`config.mk`:
```
export PLATFORM = sky130hd
export DESIGN_NAME = seg7_scan_ctrl
export DESIGN_NICKNAME = d
export VERILOG_FILES = /design/src/rtl/seg7_pkg.sv /design/src/rtl/seg7_hex_dec.sv /design/src/rtl/seg7_scan_ctrl.sv
export SDC_FILE = /design/constraint.sdc
export NUM_CORES = 1
export LEC_CHECK = 0
export ABC_AREA = 1
export CAP_MARGIN = 20
export CORE_MARGIN = 2
export CORE_UTILIZATION = 55
export DETAILED_ROUTE_END_ITERATION = 10
export PLACE_DENSITY = 0.76
export SLEW_MARGIN = 10
export SYNTH_ARGS = -nofsm -noshare
export SYNTH_HDL_FRONTEND = slang
export SYNTH_SLANG_ARGS = --single-unit
```
`constraint.sdc`:
```
create_clock -name clk -period 6.64 [get_ports clk]
set_input_delay 0.996 -clock clk [delete_from_list [all_inputs] [get_ports clk]]
set_output_delay 0.996 -clock clk [all_outputs]
set_load 0.05 [all_outputs]
```
`src/rtl/seg7_pkg.sv`:
```
// Shared definitions for the DEBO 7-segment display blocks: segment codes,
// scan FSM states and digit count. Optional feature macro: SEG7_DP_EN.
package seg7_pkg;

  localparam int N_DIG = 4;

  // Segment order is {g,f,e,d,c,b,a}, active-high.
  localparam logic [6:0] SEG_0   = 7'b0111111;
  localparam logic [6:0] SEG_1   = 7'b0000110;
  localparam logic [6:0] SEG_2   = 7'b1011011;
  localparam logic [6:0] SEG_3   = 7'b1001111;
  localparam logic [6:0] SEG_4   = 7'b1100110;
  localparam logic [6:0] SEG_5   = 7'b1101101;
  localparam logic [6:0] SEG_6   = 7'b1111101;
  localparam logic [6:0] SEG_7   = 7'b0000111;
  localparam logic [6:0] SEG_8   = 7'b1111111;
  localparam logic [6:0] SEG_9   = 7'b1101111;
  localparam logic [6:0] SEG_A   = 7'b1110111;
  localparam logic [6:0] SEG_B   = 7'b1111100;
  localparam logic [6:0] SEG_C   = 7'b0111001;
  localparam logic [6:0] SEG_D   = 7'b1011110;
  localparam logic [6:0] SEG_E   = 7'b1111001;
  localparam logic [6:0] SEG_F   = 7'b1110001;
  localparam logic [6:0] SEG_OFF = 7'b0000000;

  typedef enum logic {
    BLANK = 1'b0,
    DRIVE = 1'b1
  } scan_state_t;

endpackage

```
`src/rtl/seg7_hex_dec.sv`:
```
// Combinational hex-to-7-segment decoder, {g,f,e,d,c,b,a} active-high.
// Reusable by any display client.
module seg7_hex_dec
  import seg7_pkg::*;
(
  input  logic [3:0] hex_i,
  output logic [6:0] seg_o
);

  always_comb begin
    seg_o = SEG_OFF;
    case (hex_i)
      4'h0: seg_o = SEG_0;
      4'h1: seg_o = SEG_1;
      4'h2: seg_o = SEG_2;
      4'h3: seg_o = SEG_3;
      4'h4: seg_o = SEG_4;
      4'h5: seg_o = SEG_5;
      4'h6: seg_o = SEG_6;
      4'h7: seg_o = SEG_7;
      4'h8: seg_o = SEG_8;
      4'h9: seg_o = SEG_9;
      4'hA: seg_o = SEG_A;
      4'hB: seg_o = SEG_B;
      4'hC: seg_o = SEG_C;
      4'hD: seg_o = SEG_D;
      4'hE: seg_o = SEG_E;
      4'hF: seg_o = SEG_F;
      default: seg_o = SEG_OFF;
    endcase
  end

endmodule

```
`src/rtl/seg7_scan_ctrl.sv`:
```
// 4-digit 7-segment scan controller with blanking and a one-entry write buffer.
// Define SEG7_DP_EN to add per-digit decimal point storage (wr_dp in, dp out).
module seg7_scan_ctrl
  import seg7_pkg::*;
#(
  parameter int SLOT_CYC  = 50000,
  parameter int BLANK_CYC = 500
) (
  input  logic       clk,
  input  logic       rst,
  // Write port: a transfer happens at a rising edge where wr_valid && wr_ready;
  // the fields must stay stable while wr_valid is high and wr_ready is low,
  // and may change freely in the cycle after a transfer.
  input  logic       wr_valid,
  output logic       wr_ready,
  input  logic [1:0] wr_digit,
  input  logic [3:0] wr_value,
  input  logic       wr_on,
`ifdef SEG7_DP_EN
  input  logic       wr_dp,
  output logic       dp,
`endif
  output logic [6:0] Y,
  output logic [3:0] Dig,
  output logic       dbg_state_o
);

  localparam int CW = $clog2(SLOT_CYC);
  localparam logic [CW-1:0] BLANK_LAST = CW'(BLANK_CYC - 1);
  localparam logic [CW-1:0] DRIVE_LAST = CW'(SLOT_CYC - BLANK_CYC - 1);

  scan_state_t                 state_q, state_d;
  logic [CW-1:0]               cnt_q, cnt_d;
  logic [1:0]                  idx_q, idx_d;
  logic [N_DIG-1:0][3:0]       val_q, val_d;
  logic [N_DIG-1:0]            on_q, on_d;
  logic                        pend_q, pend_d;
  logic [1:0]                  pdig_q, pdig_d;
  logic [3:0]                  pval_q, pval_d;
  logic                        pon_q, pon_d;
  logic [6:0]                  y_q, y_d;
  logic [3:0]                  dig_q, dig_d;
  logic [6:0]                  seg_d;
  logic                        lit_d;
`ifdef SEG7_DP_EN
  logic [N_DIG-1:0]            dpr_q, dpr_d;
  logic                        pdp_q, pdp_d;
  logic                        dpo_q, dpo_d;
`endif

  // Outputs are registered from next-state values so they align with state_q.
  seg7_hex_dec u_dec (
    .hex_i (val_d[idx_d]),
    .seg_o (seg_d)
  );

  always_comb begin
    state_d = state_q;
    cnt_d   = cnt_q;
    idx_d   = idx_q;
    val_d   = val_q;
    on_d    = on_q;
    pend_d  = pend_q;
    pdig_d  = pdig_q;
    pval_d  = pval_q;
    pon_d   = pon_q;
`ifdef SEG7_DP_EN
    dpr_d   = dpr_q;
    pdp_d   = pdp_q;
`endif

    if (wr_valid && !pend_q) begin
      pend_d = 1'b1;
      pdig_d = wr_digit;
      pval_d = wr_value;
      pon_d  = wr_on;
`ifdef SEG7_DP_EN
      pdp_d  = wr_dp;
`endif
    end

    if (state_q == BLANK) begin
      // Commit only while dark so a lit digit never changes mid-slot.
      if (pend_q) begin
        val_d[pdig_q] = pval_q;
        on_d[pdig_q]  = pon_q;
`ifdef SEG7_DP_EN
        dpr_d[pdig_q] = pdp_q;
`endif
        pend_d        = 1'b0;
      end
      if (cnt_q == BLANK_LAST) begin
        state_d = DRIVE;
        cnt_d   = '0;
      end else begin
        cnt_d = cnt_q + 1'b1;
      end
    end else begin
      if (cnt_q == DRIVE_LAST) begin
        state_d = BLANK;
        cnt_d   = '0;
        idx_d   = idx_q + 2'd1;
      end else begin
        cnt_d = cnt_q + 1'b1;
      end
    end

    lit_d = (state_d == DRIVE) && on_d[idx_d];
    y_d   = lit_d ? seg_d : SEG_OFF;
    dig_d = lit_d ? (4'b0001 << idx_d) : 4'b0000;
`ifdef SEG7_DP_EN
    dpo_d = lit_d && dpr_d[idx_d];
`endif
  end

  always_ff @(posedge clk) begin
    if (rst) begin
      state_q <= BLANK;
      cnt_q   <= '0;
      idx_q   <= '0;
      val_q   <= '0;
      on_q    <= '0;
      pend_q  <= 1'b0;
      pdig_q  <= '0;
      pval_q  <= '0;
      pon_q   <= 1'b0;
      y_q     <= SEG_OFF;
      dig_q   <= '0;
`ifdef SEG7_DP_EN
      dpr_q   <= '0;
      pdp_q   <= 1'b0;
      dpo_q   <= 1'b0;
`endif
    end else begin
      state_q <= state_d;
      cnt_q   <= cnt_d;
      idx_q   <= idx_d;
      val_q   <= val_d;
      on_q    <= on_d;
      pend_q  <= pend_d;
      pdig_q  <= pdig_d;
      pval_q  <= pval_d;
      pon_q   <= pon_d;
      y_q     <= y_d;
      dig_q   <= dig_d;
`ifdef SEG7_DP_EN
      dpr_q   <= dpr_d;
      pdp_q   <= pdp_d;
      dpo_q   <= dpo_d;
`endif
    end
  end

  assign wr_ready    = ~pend_q;
  assign Y           = y_q;
  assign Dig         = dig_q;
  assign dbg_state_o = state_q;
`ifdef SEG7_DP_EN
  assign dp          = dpo_q;
`endif

endmodule

```
* After elaboration in Yosys (flattened, before gate mapping)
Memories as Yosys holds them, arrays and structs flattened. A register that Yosys moved wholly into a read port is not among the register bits. Index checks and enable logic that the tools add are counted. Widths: inputs -> output; s select.
Storage, ports and cells: bits in registers 51, memory bits (read-only) 112, bits of input ports 10, output and inout port bits 13, memories kept 1
Cells by class: add/sub/neg operators 2, magnitude comparators 3, equality and inequality tests 2, shift-type cells 1, multiplexer cells 25, bitwise logic cells 2, reductions and logical operators 5
Memory list:
- (no name shown) | words 16, bits a word 7, rd ports 1, clocked after memory_dff 1, wr ports 0, line seg7_hex_dec.sv:12 | case (hex_i)
Operators with widths (number):
- $mux 16 | 5
- $add 16x1->16 const B | 1
- $bwmux 16 | 1
- $eq 16x16->1 const B | 1
- $eq 16x9->1 const B | 1
- $mux 4 | 4
- $bmux 4 s2 | 1
- $demux 4 s2 | 1
- $mux 1 | 8
- $lt 2x3->1 const B | 2
- $bwmux 4 | 1
- $mux 2 | 2
- $shl 1x2->4 const A | 1
- $logic_and 1x1->1 | 3
- $add 2x1->2 const B | 1
- $bmux 1 s2 | 1
- $demux 1 s2 | 1
- $ge 2x1->1 const B | 1
- $not 1->1 | 2
- $reduce_or 2->1 | 1
- $logic_not 1->1 | 1

* Logic depth before layout (Yosys ltp)
Gate-level depths: netlist of run 1.
word-level depth 12, depth in mapped cells 18

* Modules after synthesis
Synthesis of run 1 repeated with hierarchy kept, for this count alone.
Second synthesis, totals: cell total of the unflattened synthesis 390, area total of the unflattened synthesis 2870.3 um^2
Modules (own cells, without submodules):
- seg7_scan_ctrl | times used 1, cells an instance 336, area an instance 2558.7 um^2, sequential area each 1161.1 um^2
- seg7_hex_dec | times used 1, cells an instance 54, area an instance 311.5 um^2, sequential area each 0.0 um^2

* Worst setup path after synthesis of run 1
No wires, ideal clock.
kind register -> register, start point register state_q (netlist: dbg_state_o), end point register y_q[3] (netlist: Y[3]), library setup time 0.113 ns, data arrival time 2.330 ns, data required time 6.527 ns, setup slack 4.198 ns, stages on the path, launching flop included 16, clock period less this slack 2.442 ns, path through dfxtp_1 > nand4_2 > nor2_8 > nand2_2 > nand2_4 > nand2_4 > buf_6 > nand2_1 > nand3_1 > nand2_1 > inv_1 > ha_1 > nand2_1 > nand2_1 > nor2_1 > nor2_1
On the way: longest elaborated chain between the ends 6, elaborated cells between the ends (all ways) 11, classes of those cells mux: 8; bitwise: 1; reduce/logical: 2
RTL lines:
- start, declared | line seg7_scan_ctrl.sv:32 | scan_state_t state_q, state_d;
- start signal, assigned | line seg7_scan_ctrl.sv:135 | state_q <= state_d;
- $mux 4 / $mux 2 (equally long branches) | line seg7_scan_ctrl.sv:82 | if (state_q == BLANK) begin
- $bmux 1 s2 | line seg7_scan_ctrl.sv:108 | lit_d = (state_d == DRIVE) && on_d[idx_d];
- $mux 1 (implied by the code) | line seg7_scan_ctrl.sv:108
- $logic_and 1x1->1 | line seg7_scan_ctrl.sv:108
- $not 1->1 (no line)
- $reduce_or 2->1 (no line)
- end, declared | line seg7_scan_ctrl.sv:41 | logic [6:0] y_q, y_d;
Several ways; a longest one is shown, not always the timed one. The select of a mux whose other input is x is not followed. A chain may end at the register's enable or synchronous reset.

* Final worst setup path of run 1
start point register state_q (netlist: dbg_state_o), end point output port dbg_state_o
RTL lines:
- end, declared | line seg7_scan_ctrl.sv:25 | output logic dbg_state_o
No word-level cell between the ends.

==> impl_results.md, run 1 <==
* Root Buffer: clkbuf_8
* First-pass GRT wire length at 9690 um
* Setup violators final at 0
* Post-CTS Hold Buffers at 0
* Pre-CTS WS at 4.09 ns
* Clk Latency, worst-skew pair at 0.34 ns
* Initial drt markers at 171
* RD Place Congestion at 0.844
* Initial Util at 58.0%
* Syn Nets at 405
* Final HPWL DP at 4140 um
* Pre-antenna DRT Iters at 4
* Vias/cell at 5.02
* Clock sink count at 58
* Final Net Count at 432
* Max Cap Violations at 0
* Slowest stage delay, CP at 0.87 ns
* Die Wd at 75.3 um
* Unrepaired setup endpoints after global routing: no
* Num CTS Buffers at 9
* Vias at 2436
* Vias in the first global route at 2242
* Synthesized cell area at 2790 sq um
* PwrDens at 236 nW/um^2
* Register Area at 1160 sq um
* Lkg Pwr at 1.43 nW
* Post-synth top cells: 76 x nand2_1, 67 x nor2_1, 58 x dfxtp_1
* Worst EP arrival at 1.73 ns
* Area leader, netlist: dfxtp_1
* Max-slew headroom at 46.7%
* Postcts setup bufs at 0
* Async set-reset flop share out of synthesis at 0%
* Worst Skew at 0.00695 ns
* H-tree depth at 3
* Die height at 75.3 um
* CTS resizes at 0
* Ranking of synthesized cells by area: dfxtp_1 42%, nand2_1 10%, nor2_1 9.0%, inv_1 6.2%, nand3_1 5.0%
* I/O pin cnt at 23
* Max-slew violations at 0
* # diodes at 0
* Hold Crit Class: flip-flop to flip-flop
* Core Footprint at 4820 sq um
* WP data required at 5.64 ns
* Multi-input logic area at 1400 sq um
* Number of fillers in the final layout at 456
* CTS clk-pin slew, worst paths at 0.06 ns
* Largest net degree at the start of global routing at 30
* Fin Setup TNS at 0 ns
* Input/output buffers at 22
* Yosys Warn Count at 0
* Final ANT Viol Nets at 0
* Sequential element share of the synthesized area at 41.6%
* Mean Syn Cell Area at 7.22 sq um
* EDFF count, synth at 0
* Area share of the largest cell type after synthesis at 41.6%
* Layout cells sized above 1 at 10.3%
* Startpoint Class: flip-flop
* Worst path bufs/invs at 1
* CTS tree: done
* Detailed Route WL at 5540 um
* Critical path class: flip-flop to primary output
* Period utilization at 41.1%
* Crit-path cells: clkdlybuf4s50_1
* Main synth FF type: dfxtp_1
* Final Hold Vio Count at 0
* Critical Path Sink Type: primary output
* WL/cell at 11.4 um
* Cell family with most CP delay: buffers and inverters
* Synth Instances at 387
* Status: finished, final reports clean
* Worst slew pin tran at 0.794 ns
* #FFs+latches synth at 58
* Worst vdd ir at 0.000146 V
* Total gr overflow at 0
* Maximum root-to-sink buffer count at 2
* GRT Total Usage at 23.0%
* Synth unique cells at 33
* DRC errors left at 0
* Synth-to-Final Area Change at 17.4%
* Initial antenna violation count at 0
* Critical path's slowest cell: clkdlybuf4s50_1
* CP Max Fanout at 5
* Min cycle time layout at 2.73 ns
* Max Clk Rate at 0.367 GHz
* Area of the die at 5660 sq um
* Final WS setup at 3.91 ns
* Count leader, synth: nand2_1
* Num rows at 25
==> registers in the layout, summed over array words and instances, names as in the netlist, 2 cells and up <==
| name | count |
|---|---|
| cnt_q | 16 |
| Dig | 4 |
| Y | 7 |
| on_q | 4 |
| val_q | 16 |
| pval_q | 4 |
| idx_q | 2 |
| pdig_q | 2 |
==> power breakdown <==
part           internal (mW)  switching [mW]
Sequential             0.357         0.00528
Combinational         0.0297          0.0537
Clock                  0.201           0.128
Total                  0.588           0.187
==> final timing paths <==
kind                               endpoint  slack [ns]  cells past startpoint   startpoint
worst max-delay path            dbg_state_o        3.91                      1  dbg_state_o
worst min-delay path               cnt_q[0]        0.45                      1     cnt_q[0]
worst max register to register         Y[6]        4.20                     17     cnt_q[0]
worst min register to register     cnt_q[0]        0.45                      1     cnt_q[0]
==> area by class of cell <==
cell class | instances | area share [%]
clock buffer | 13 | 5.15
clock inverter | 2 | 1.07
inverter | 53 | 6.22
multi-input combinational | 269 | 42.6
sequential | 58 | 35.4
tap | 67 | 2.56
timing repair buffer | 23 | 6.95
==> cells in the final DEF, fill, tap and decap left out, drive strengths merged, types with 2 or more instances in the layout <==
cell           instances
nand2                 86
nor2                  72
dfxtp                 58
inv                   53
nand3                 32
o21ai                 25
clkdlybuf4s50         22
a21oi                 18
clkbuf                13
ha                     8
xor2                   7
o21a                   4
nor3                   4
nand4                  4
xnor2                  2
nor3b                  2
==> routing by layer <==
layer  global-route usage (%)  wire (um)
met1                     29.8       2580
met2                     35.2       2480
met3                     5.35        328
met4                     13.3        153
met5                        0          0
==> through the flow <==
stage | instance area [sq um] | cells | total power, mW | utilization [%] | hold slack, ns
6_report | 3280 | 485 | 0.775 | 68.1 | 0.450
5_1_grt | 3280 | 485 | 0.810 | 68.1 | 0.497
4_1_cts | 3280 | 485 | 0.783 | 68.1 | 0.455
3_5_place_dp | 3070 | 470 | 0.453 | 63.8 | 0.446
3_3_place_gp | 3070 | 470 | 0.451 | 63.7 | 0.431
2_1_floorplan | 2790 | 387 | 0.430 | - | 0.418
==> logic make-up after synthesis <==
logic type | Yosys count | share of synthesized area [%]
simple gates | 202 | 33.9
xor+xnor | 9 | 2.82
flops | 58 | 41.6
buf+inv | 60 | 8.56
compound gates | 50 | 9.54
fa+ha+maj | 8 | 3.58
No activity file was read; power rests on OpenSTA's default activity.
==> run 2: changes to the inputs <==
CORE_UTILIZATION = 52   (was 55)
PLACE_DENSITY = 0.75   (was 0.76)
clock period = 2.2 ns   (was 6.64 ns; I/O delays follow)
==> impl_results.md, run 2 (synthesis gave the netlist of run 1 again) <==
* Status: finished, final reports clean
* Input/output buffers at 22
* Layout cells sized above 1 at 21.7%
* Num rows at 26
* Critical Path Sink Type: flip-flop
* Hold path depth at 1
* Max Cap Violations at 0
* CTS clk-pin slew, worst paths at 0.06 ns
* R2r endpoint: Y[4]
* Number of fillers in the final layout at 436
* Pre-CTS WS at -0.0503 ns
* CP Max Fanout at 5
* FF-to-FF Start: cnt_q[10]
* Vias at 2594
* Comb power frac at 11.9%
* Worst Hold End: cnt_q[0]
* Unrepaired setup endpoints after global routing: yes
* Clk pwr share at 45.3%
* Pre-antenna DRT Iters at 5
* Min-delay src: cnt_q[0]
* Worst path bufs/invs at 2
* Final ANT Viol Nets at 0
* Commonest cells after routing, fill and taps aside: 72 x nand2_1, 64 x nor2_1, 53 x dfxtp_1
* Critical path's slowest cell: dfxtp_1
* Synth-to-Final Area Change at 30.5%
* Total power at 2.56 mW
* Detailed Route WL at 6530 um
* Sw frac at 24.9%
* Lkg Pwr at 1.57 nW
* Die height at 77.3 um
* Post-CTS Hold Buffers at 0
* Worst vdd ir at 0.000439 V
* Clk Latency, worst-skew pair at 0.34 ns
* CTS tree: done
* Die Wd at 77.3 um
* Min cycle time layout at 2.10 ns
* Maximum root-to-sink buffer count at 2
* Commonest non-fill, non-tap cell in the layout: nand2_1
* Worst slew pin tran at 0.529 ns
* Register Area at 1170 sq um
* Vias/cell at 5.06
* Reg power frac at 42.8%
* Final WS setup at 0.104 ns
* DRC errors left at 0
* Setup slack, reg-to-reg at 0.10 ns
* PwrDens at 701 nW/um^2
* Int Power at 1.92 mW
* Worst Skew at 0.00474 ns
* Initial drt markers at 163
* Max-slew headroom at 64.6%
* Critical path class: flip-flop to flip-flop
* Startpoint Class: flip-flop
* GRT Total Usage at 22.6%
* WHS at 0.441 ns
* Initial Util at 54.3%
* CP dominant cell by count: nand2_2
* Final Net Count at 456
* First-pass GRT wire length at 10600 um
* Crit-path cells: nor2_2 > nand2_2 > nor2_4 > nand4_1 > nand2_4 > clkinv_4 > nand3_1 > nand2_2 > inv_4 > ha_2 > nand3_2 > o21ai_2 > nor2_1
* Final HPWL DP at 4420 um
* WL/cell at 12.7 um
* Largest net degree at the start of global routing at 29
* Final Hold Vio Count at 0
* Register-to-Register Path Depth at 13
* Period utilization at 95.3%
* Cell family with most CP delay: simple AND/OR/NAND/NOR gates
* Initial antenna violation count at 0
* Core Footprint at 5140 sq um
* Hold Crit Class: flip-flop to flip-flop
* P_sw at 0.637 mW
* Clock sink count at 58
* Worst EP arrival at 2.33 ns
* Multi-input logic area at 1530 sq um
* H-tree depth at 3
* Root Buffer: clkbuf_8
* Max-slew violations at 0
* Max Clk Rate at 0.477 GHz
* Area of the die at 5970 sq um
* # diodes at 0
* Fin Setup TNS at 0 ns
* Slowest stage delay, CP at 0.33 ns
* I/O pin cnt at 23
* Num CTS Buffers at 9
* Setup violators final at 0
* RD Place Congestion at 0.862
* Total gr overflow at 0
* WP data required at 2.44 ns
* Vias in the first global route at 2417
## run 2: changes by cell type in the layout (fill, tap and decap cells not counted), sizes merged
cell    delta
clkbuf     -1
nand2      +2
inv        +1
clkinv     +1
buf       +21
bufinv     +1
## run 2: cell type report
class	instances	share of cell area, %
timing repair buffer	44	10.9
timing repair inverter	1	0.172
sequential	58	32.2
inverter	53	5.87
clock inverter	4	1.96
multi-input combinational	271	41.9
clock buffer	12	4.53
tap	70	2.40
## run 2: worst max path at each step
stage	start	to	slack [ns]	depth (start not counted)
floorplan	cnt_q[0]	Y[3]	0.01	16
global route	pend_q	Y[5]	-0.07	11
finish	cnt_q[10]	Y[4]	0.10	13
detailed placement	cnt_q[0]	Y[6]	-0.05	17
CTS	cnt_q[0]	Y[6]	0.003	17
global placement	cnt_q[0]	Y[6]	0.09	17
## run 2: metrics by stage
stage / cells / area, sq um / utilization, %
global placement: 486 / 3170 / 61.8
finish: 513 / 3640 / 70.9
global route: 513 / 3640 / 70.9
floorplan: 387 / 2800 / -
CTS: 502 / 3420 / 66.6
detailed placement: 486 / 3170 / 61.8
## run 2: power groups by stage
stage	combinational, mW	clock [mW]	sequential, mW
after floorplan	0.186	0	1.11
after global placement	0.259	0	1.11
after detailed placement	0.264	0	1.11
after CTS	0.270	1.16	1.09
after global routing	0.339	1.21	1.10
final	0.303	1.16	1.09
## run 2: per-layer routing
metal | track usage [%] | vias up | wire (um)
met5 | 0 | - | 0
met4 | 11.4 | 0 | 111
met1 | 28.6 | 1175 | 3010
met2 | 36.5 | 81 | 3060
li1 | - | 1326 | -
met3 | 4.71 | 12 | 345
## run 2: timing repair
item,4_1_cts,5_1_grt
resized for setup,2,44
gates cloned,0,3
pin swaps,0,21
buffers inserted,0,8
endpoints found under the setup margin,4,7
==> run 3: changes to the inputs <==
RECOVER_POWER = 50   (was unset)
==> impl_results.md, run 3 (synthesis gave the netlist of run 1 again) <==
* Max Cap Violations at 0
* Die height at 77.3 um
* PwrDens at 702 nW/um^2
* Commonest non-fill, non-tap cell in the layout: nand2_1
* Post-CTS Hold Buffers at 0
* WHS at 0.441 ns
* Largest net degree at the start of global routing at 29
* Startpoint Class: flip-flop
* Critical path's slowest cell: dfxtp_4
* Non-Filler Instances at 513
* Total gr overflow at 0
* Num rows at 26
* Commonest cells after routing, fill and taps aside: 72 x nand2_1, 64 x nor2_1, 53 x dfxtp_1
* Area of the die at 5970 sq um
* WL/cell at 12.8 um
* CTS clk-pin slew, worst paths at 0.07 ns
* Status: finished, final reports clean
* Register-to-Register Path Depth at 14
* Max-slew headroom at 61.5%
* Synth-to-Final Area Change at 30.2%
* Placed Cells incl. Taps at 486
* Vias/cell at 5.15
* Worst EP arrival at 2.37 ns
* Worst Skew at 0.00404 ns
* Fin Setup TNS at 0 ns
* GRT Total Usage at 22.6%
* Maximum root-to-sink buffer count at 2
* Die Wd at 77.3 um
* Unrepaired setup endpoints after global routing: yes
* First-pass GRT wire length at 10600 um
* Input/output buffers at 22
* # diodes at 0
* CTS tree: done
* WP data required at 2.48 ns
* Critical Path Sink Type: flip-flop
* Detailed Route WL at 6570 um
* Period utilization at 95.2%
* Worst slew pin tran at 0.578 ns
* Initial Util at 54.3%
* Slowest stage delay, CP at 0.36 ns
* Hold Crit Class: flip-flop to flip-flop
* Core Footprint at 5140 sq um
* FF-to-FF Start: cnt_q[1]
* Crit path to: Y[0]
* Crit-path cells: ha_4 > nand4_4 > nor2_8 > nand3_4 > nand2_4 > nand2_4 > clkinv_4 > nand3_1 > nand2_2 > inv_4 > ha_2 > nand3_2 > nand3_2 > a21oi_2
* I/O pin cnt at 23
* Num CTS Buffers at 9
* Max Clk Rate at 0.478 GHz
* Clk Latency, worst-skew pair at 0.34 ns
* Setup slack, reg-to-reg at 0.11 ns
* Min cycle time layout at 2.09 ns
* Setup violators final at 0
* H-tree depth at 3
* Final HPWL DP at 4420 um
* Lkg Pwr at 1.57 nW
* R2r endpoint: Y[0]
* Post-layout util at 70.8%
* Worst Setup SP: cnt_q[1]
* Initial antenna violation count at 0
* RD Place Congestion at 0.862
* Root Buffer: clkbuf_8
* Critical path class: flip-flop to flip-flop
* Final Hold Vio Count at 0
* Pre-antenna DRT Iters at 5
* Initial drt markers at 148
* Total power at 2.55 mW
* Final Net Count at 456
* Clock sink count at 58
* DRC errors left at 0
* Vias at 2644
* Layout cells sized above 1 at 21.2%
* Final ANT Viol Nets at 0
* Vias in the first global route at 2417
* CP Max Fanout at 6
* Max-slew violations at 0
* Worst vdd ir at 0.000440 V
## run 3: power by group
group          internal (mW)  switching (mW)  total (mW)
sequential              1.08          0.0161        1.09
combinational          0.110           0.192       0.303
clock                  0.729           0.430        1.16
## run 3: how the worst min path moves through the flow
stage / startpoint / slack, ns / end / cells past startpoint
global route: cnt_q[0] / 0.45 / cnt_q[0] / 1
detailed placement: cnt_q[0] / 0.44 / cnt_q[0] / 1
floorplan: cnt_q[0] / 0.42 / cnt_q[0] / 1
finish: cnt_q[0] / 0.44 / cnt_q[0] / 1
CTS: cnt_q[0] / 0.46 / cnt_q[0] / 1
global placement: cnt_q[0] / 0.43 / cnt_q[0] / 1
## run 3: metal layers
metal  track usage, %  share of wire (%)
met1             28.6                 46
met2             36.5                 45
met3             4.71                5.5
met4             11.4                3.1
met5                0                  0
## run 3: what timing repair did
action | CTS | global route
endpoints found under the hold margin | 0 | 0
gates resized for setup | 2 | 44
endpoints found under the setup margin | 4 | 7
pin swaps | 0 | 21
buffers inserted | 0 | 8
gates cloned | 0 | 3
## run 3: layout make-up
type	instances	area (sq um)
clock buffers	12	165
clock inverters	4	71.3
fillers	435	1500
inverters	53	214
multi-input cells	271	1530
flip-flops and latches	58	1170
well taps	70	87.6
repair buffers	44	390
repair inverters	1	6.26
## run 3: per-stage QoR
| stage | area (sq um) | setup WS (ns) |
|---|---|---|
| 3_5_place_dp | 3170 | -0.0503 |
| 4_1_cts | 3420 | 0.00305 |
| 6_report | 3640 | 0.106 |
| 5_1_grt | 3640 | -0.0710 |
| 3_3_place_gp | 3170 | 0.0858 |
| 2_1_floorplan | 2800 | 0.0143 |
## run 3: worst max-delay path: cells and delay by family (launching register included)
kind                       cells  cell delay, ns
and+or+nand+nor                9            1.09
AOI/OAI and AO/OA              1            0.11
buffers and inverters          2            0.13
DFF                            1            0.36
adders and majority gates      2            0.34
